--- src/rtl/pulse_seq_ctrl.sv ---
// Sequencing controller for a WIDTH-bit loadable circular-shift pulse
// generator: loads the pattern, then gates exactly rotations*WIDTH bits.
// Ports: clock, reset_n, start, pattern, rotations, abort, gen_o in;
//        pg_pattern, pg_load, gate, pulse_out, busy, done, pending out.
// Option: define PULSE_SEQ_QUEUE_EN for a one-deep request slot.
`timescale 1ns/1ps
module pulse_seq_ctrl #(
  parameter int WIDTH = 16,
  parameter int CNT_W = 8
) (
  input  logic             clock,
  input  logic             reset_n,
  input  logic             start,
  input  logic [WIDTH-1:0] pattern,
  input  logic [CNT_W-1:0] rotations,
  input  logic             abort,
  input  logic             gen_o,
  output logic [WIDTH-1:0] pg_pattern,
  output logic             pg_load,
  output logic             gate,
  output logic             pulse_out,
  output logic             busy,
  output logic             done,
  output logic             pending
);

  localparam int BW = $clog2(WIDTH);

  typedef enum logic [2:0] {
    S_IDLE, S_LOAD, S_PRIME, S_RUN, S_DONE
  } state_t;

  state_t           state, state_nx;
  logic [CNT_W-1:0] rot_reg, rot_cnt;
  logic [BW-1:0]    bit_cnt;
  logic             bit_last, rot_last;
  logic             ld_in;

  assign bit_last = bit_cnt == BW'(WIDTH-1);
  // rot_reg is never 0 while in RUN, so the -1 cannot wrap
  assign rot_last = rot_cnt == rot_reg - CNT_W'(1);

  assign pg_load   = state == S_LOAD;
  assign gate      = state == S_RUN;
  assign done      = state == S_DONE;
  assign busy      = pg_load | gate | (state == S_PRIME);
  assign pulse_out = gen_o & gate;

`ifdef PULSE_SEQ_QUEUE_EN
  logic [WIDTH-1:0] q_pat;
  logic [CNT_W-1:0] q_rot;
  logic             ld_q, q_set, q_clr;
`endif

  always_comb begin
    state_nx = state;
    ld_in    = 1'b0;
`ifdef PULSE_SEQ_QUEUE_EN
    ld_q  = 1'b0;
    q_set = 1'b0;
    q_clr = 1'b0;
`endif
    unique case (state)
      S_IDLE: begin
`ifdef PULSE_SEQ_QUEUE_EN
        if (pending) begin
          ld_q     = q_rot != '0;
          q_clr    = 1'b1;
          state_nx = (q_rot != '0) ? S_LOAD : S_DONE;
        end else
`endif
        if (start) begin
          ld_in    = rotations != '0;
          state_nx = (rotations != '0) ? S_LOAD : S_DONE;
        end
      end
      S_LOAD:  state_nx = abort ? S_IDLE : S_PRIME;
      S_PRIME: state_nx = abort ? S_IDLE : S_RUN;
      S_RUN: begin
        if (abort)
          state_nx = S_IDLE;
        else if (bit_last && rot_last)
          state_nx = S_DONE;
      end
      S_DONE: begin
`ifdef PULSE_SEQ_QUEUE_EN
        if (pending) begin
          ld_q     = q_rot != '0;
          q_clr    = 1'b1;
          state_nx = (q_rot != '0) ? S_LOAD : S_DONE;
        end else
`endif
        state_nx = S_IDLE;
      end
      default: state_nx = S_IDLE;
    endcase
`ifdef PULSE_SEQ_QUEUE_EN
    if (start && !pending && state != S_IDLE)
      q_set = 1'b1;
    if (abort && busy) begin
      q_set = 1'b0;
      q_clr = 1'b1;
    end
`endif
  end

  always_ff @(posedge clock or negedge reset_n) begin
    if (!reset_n)
      state <= S_IDLE;
    else
      state <= state_nx;
  end

  always_ff @(posedge clock or negedge reset_n) begin
    if (!reset_n) begin
      pg_pattern <= '0;
      rot_reg    <= '0;
    end else if (ld_in) begin
      pg_pattern <= pattern;
      rot_reg    <= rotations;
    end
`ifdef PULSE_SEQ_QUEUE_EN
    else if (ld_q) begin
      pg_pattern <= q_pat;
      rot_reg    <= q_rot;
    end
`endif
  end

  // bit_cnt/rot_cnt are cleared in PRIME so RUN starts at 0/0
  always_ff @(posedge clock or negedge reset_n) begin
    if (!reset_n) begin
      bit_cnt <= '0;
      rot_cnt <= '0;
    end else if (state == S_PRIME) begin
      bit_cnt <= '0;
      rot_cnt <= '0;
    end else if (state == S_RUN) begin
      if (bit_last) begin
        bit_cnt <= '0;
        rot_cnt <= rot_cnt + CNT_W'(1);
      end else begin
        bit_cnt <= bit_cnt + BW'(1);
      end
    end
  end

`ifdef PULSE_SEQ_QUEUE_EN
  always_ff @(posedge clock or negedge reset_n) begin
    if (!reset_n) begin
      pending <= 1'b0;
      q_pat   <= '0;
      q_rot   <= '0;
    end else if (q_clr) begin
      pending <= 1'b0;
    end else if (q_set) begin
      pending <= 1'b1;
      q_pat   <= pattern;
      q_rot   <= rotations;
    end
  end
`else
  assign pending = 1'b0;
`endif

endmodule

--- config.mk ---
export PLATFORM = sky130hd
export DESIGN_NAME = pulse_seq_ctrl
export DESIGN_NICKNAME = d
export VERILOG_FILES = /design/src/rtl/pulse_seq_ctrl.sv
export SDC_FILE = /design/constraint.sdc
export NUM_CORES = 1
export LEC_CHECK = 0
export CORE_UTILIZATION = 55
export CTS_BUF_LIST = sky130_fd_sc_hd__clkbuf_2 sky130_fd_sc_hd__clkbuf_4 sky130_fd_sc_hd__clkbuf_8
export CTS_CLUSTER_SIZE = 24
export DETAILED_ROUTE_END_ITERATION = 6
export PLACE_DENSITY_LB_ADDON = 0.2
export SLEW_MARGIN = 0
export SYNTH_ARGS = -nofsm -noshare
export SYNTH_HDL_FRONTEND = slang
export SYNTH_SLANG_ARGS = --single-unit
--- constraint.sdc ---
create_clock -name clock -period 4.5 [get_ports clock]
set_input_delay 0.9 -clock clock [delete_from_list [all_inputs] [get_ports clock]]
set_output_delay 0.9 -clock clock [all_outputs]
set_load 0.05 [all_outputs]
==> impl_metrics.toml <==
[worst_setup_path]
end_kind = "primary output"
critPathMaxFanout = 11
rr_startpoint = "rot_reg[0]"
timing.critical_path.buf_inv = 2
cp_slowest_cell = "clkdlybuf4s50_1"
cpPeakStageDelay_ps = 800
timing.reg2reg.setup_slack_ps = 2490
startpoint_type = "flip-flop"
reg2regPathDepth = 7
criticalPathCategory = "reg -> out"
cp.arrival_ps = 2310
path_delay_family = "buffers and inverters"
crit_chain = "nand2_1 -> or2_2 -> inv_1 -> and2_1 -> clkdlybuf4s50_1"
cp.required_ps = 3600
reg2reg_to = "state[1]"

[floorplanning]
fp.dieH_um = 62.9
start_util_pct = 59.3
die-width_um = 62.9
core-area_mm2 = 0.00344
rows = 21
ios = 51
die_area_mm2 = 0.00396

[power]
vdd_drop_max_mv = 0.611
power.density_mw_per_mm2 = 682
power_leakage_nw = 1.12

[timing]
period_minus_slack_ps = 3210
timing.fmax_mhz = 312
finalSetupViolCount = 0
finalCritPeriodShare_pct = 71.2
hold_viol = 0
relSlewSlack_pct = 44.4
worstMarginPinSlew_ps = 835
maxSlewViolCount = 0
hold_ws_ps = 486
tns_ps = 0
rsz0062_at_grt = "false"
finClkSkew_ps = 5.42

[clocking]
clk_pin_slew_worst_paths_ps = 80
cts_root_buf = "clkbuf_8"
cts_setup_buffers = 0
cts_htree_levels = 2
cts_buffer_depth = 2
cts_buffers = 5
hold_buffers = 0
ctsResizeCount = 0
cts_sinks = 39
cts_tree = "yes"
worstSkewPairLatency_ps = 310

[routing]
drc = 0
routedWlPerCell_um = 15.1
drt_wl_total_mm = 4.30
antenna_left = 0
drt-initial-drc-count = 100
vias_per_cell = 5.54
drt-pass1-iter-count = 4
num_vias = 1578

[synth]
syn_area_mm2 = 0.00204
syn-num-nets = 222
synth_area_leaders = "dfrtp_1 (48%), mux2_1 (9.4%), xor2_1 (3.4%), nand2_1 (2.8%), nor2_1 (2.6%)"
synth_top_area_share_pct = 47.8
ys_types = 46
syn_area_per_cell_um2 = 10.7
synth_area_leader_cell = "dfrtp_1"
synthFlopType = "dfrtp_1"
yosysSeqAreaShare_pct = 47.8
synth_cells = 190
async_flop_share_pct = 100
synthTopCellsByCount = "dfrtp_1 (39), mux2_1 (17), nand2_1 (15)"
yosysMostFrequentCell = "dfrtp_1"
yosysWarnings = 0
synth.ff_latch_count = 39
synth_edf_count = 0

[placement]
numPortBuffers = 49
dp_cells = 277
dpl.hpwl_mm = 3.17
place_congestion = 0.861

[layout]
area_delta_synth_final_pct = 29.7
largest_register_ffs = 16
n_antenna_cell = 0
drive_gt1_share_pct = 9.21
nNetsFinal = 270
final_cell_count_no_fill = 285

[global_route]
grt-ovfl-total = 0
grt_pass1_wl_mm = 7.33
grt_max_degree = 40
track_usage_pct = 24.3
grt_antenna_before_repair = 0
grt_pass1_vias = 1644

[run_status]
outcome = "completed"

[worst_hold_path]
worstHoldStart = "pg_pattern[14]"
holdCritPathClass = "reg -> reg"
hold_path_depth = 1
hold_end = "pg_pattern[14]"

[run]
maxCapViolCount = 0
-- cell type report --
type                    count  area [µm²]
inverters                   7        26.3
fillers                   214         795
multi-input cells         136         986
clock inverters             3        47.5
well taps                  46        57.6
flip-flops and latches     39         976
clock buffers               5        68.8
repair buffers             49         485
-- metal layers --
metal	track usage [%]	up-vias	wire length, µm
met2	41.3	47	2240
met4	11.3	0	91
met1	27.2	763	1770
li1	-	757	-
met5	0	-	0
met3	8.39	11	198
-- report_power, final --
| group | switching, mW | internal (mW) |
|---|---|---|
| Clock | 0.132 | 0.168 |
| Combinational | 0.545 | 0.348 |
| Sequential | 0.135 | 0.478 |
-- how the worst max path moves through the flow --
stage,start,endpoint,cells past startpoint
global route,state[0],pulse_out,5
finish,state[0],pulse_out,5
CTS,state[0],pulse_out,5
floorplan,state[0],pulse_out,5
global placement,gen_o,pulse_out,3
detailed placement,gen_o,pulse_out,3
-- logic make-up (layout without fill, tap and decap cells) --
kind of cell / after synthesis / count (layout) / share of synthesized area, %
DFF: 39 / 39 / 47.8
muxes: 22 / 22 / 12.1
AOI/OAI and AO/OA: 35 / 35 / 12.0
and+or+nand+nor: 62 / 62 / 16.6
other: 1 / 1 / 0.184
xor gates and xnor gates: 13 / 13 / 5.58
buffers and inverters: 15 / 64 / 3.86
adders and majority gates: 3 / 3 / 1.84
-- through the flow --
step	setup WS, ps	power [mW]	cell area, µm²	util (%)
detailed placement	1340	1.51	2530	73.5
floorplan	1880	1.23	2040	-
global route	1180	1.90	2650	76.9
CTS	1290	1.81	2650	76.9
finish	1290	1.81	2650	76.9
global placement	1350	1.47	2530	73.5
-- cell usage in the layout, fill, tap and decap left out, types with 2 or more instances in the layout --
cell / synthesis / routed
mux2_2: 4 / 4
a22o_1: 2 / 2
a21oi_1: 7 / 7
and2_1: 2 / 2
dfrtp_1: 39 / 39
nand3_1: 5 / 5
clkbuf_8: 0 / 5
nand2b_1: 5 / 5
nor2_1: 14 / 14
mux2_1: 17 / 17
and3_1: 3 / 3
xnor2_1: 5 / 5
clkdlybuf4s50_1: 0 / 48
nand2_1: 15 / 15
inv_1: 7 / 7
o21ai_1: 4 / 4
a211oi_2: 2 / 2
or3_1: 2 / 2
nor3_1: 7 / 7
o21ai_0: 7 / 7
o211ai_1: 2 / 2
ha_1: 3 / 3
nor4_2: 2 / 2
xor2_1: 8 / 8
No activity file was read; power rests on OpenSTA's default activity.
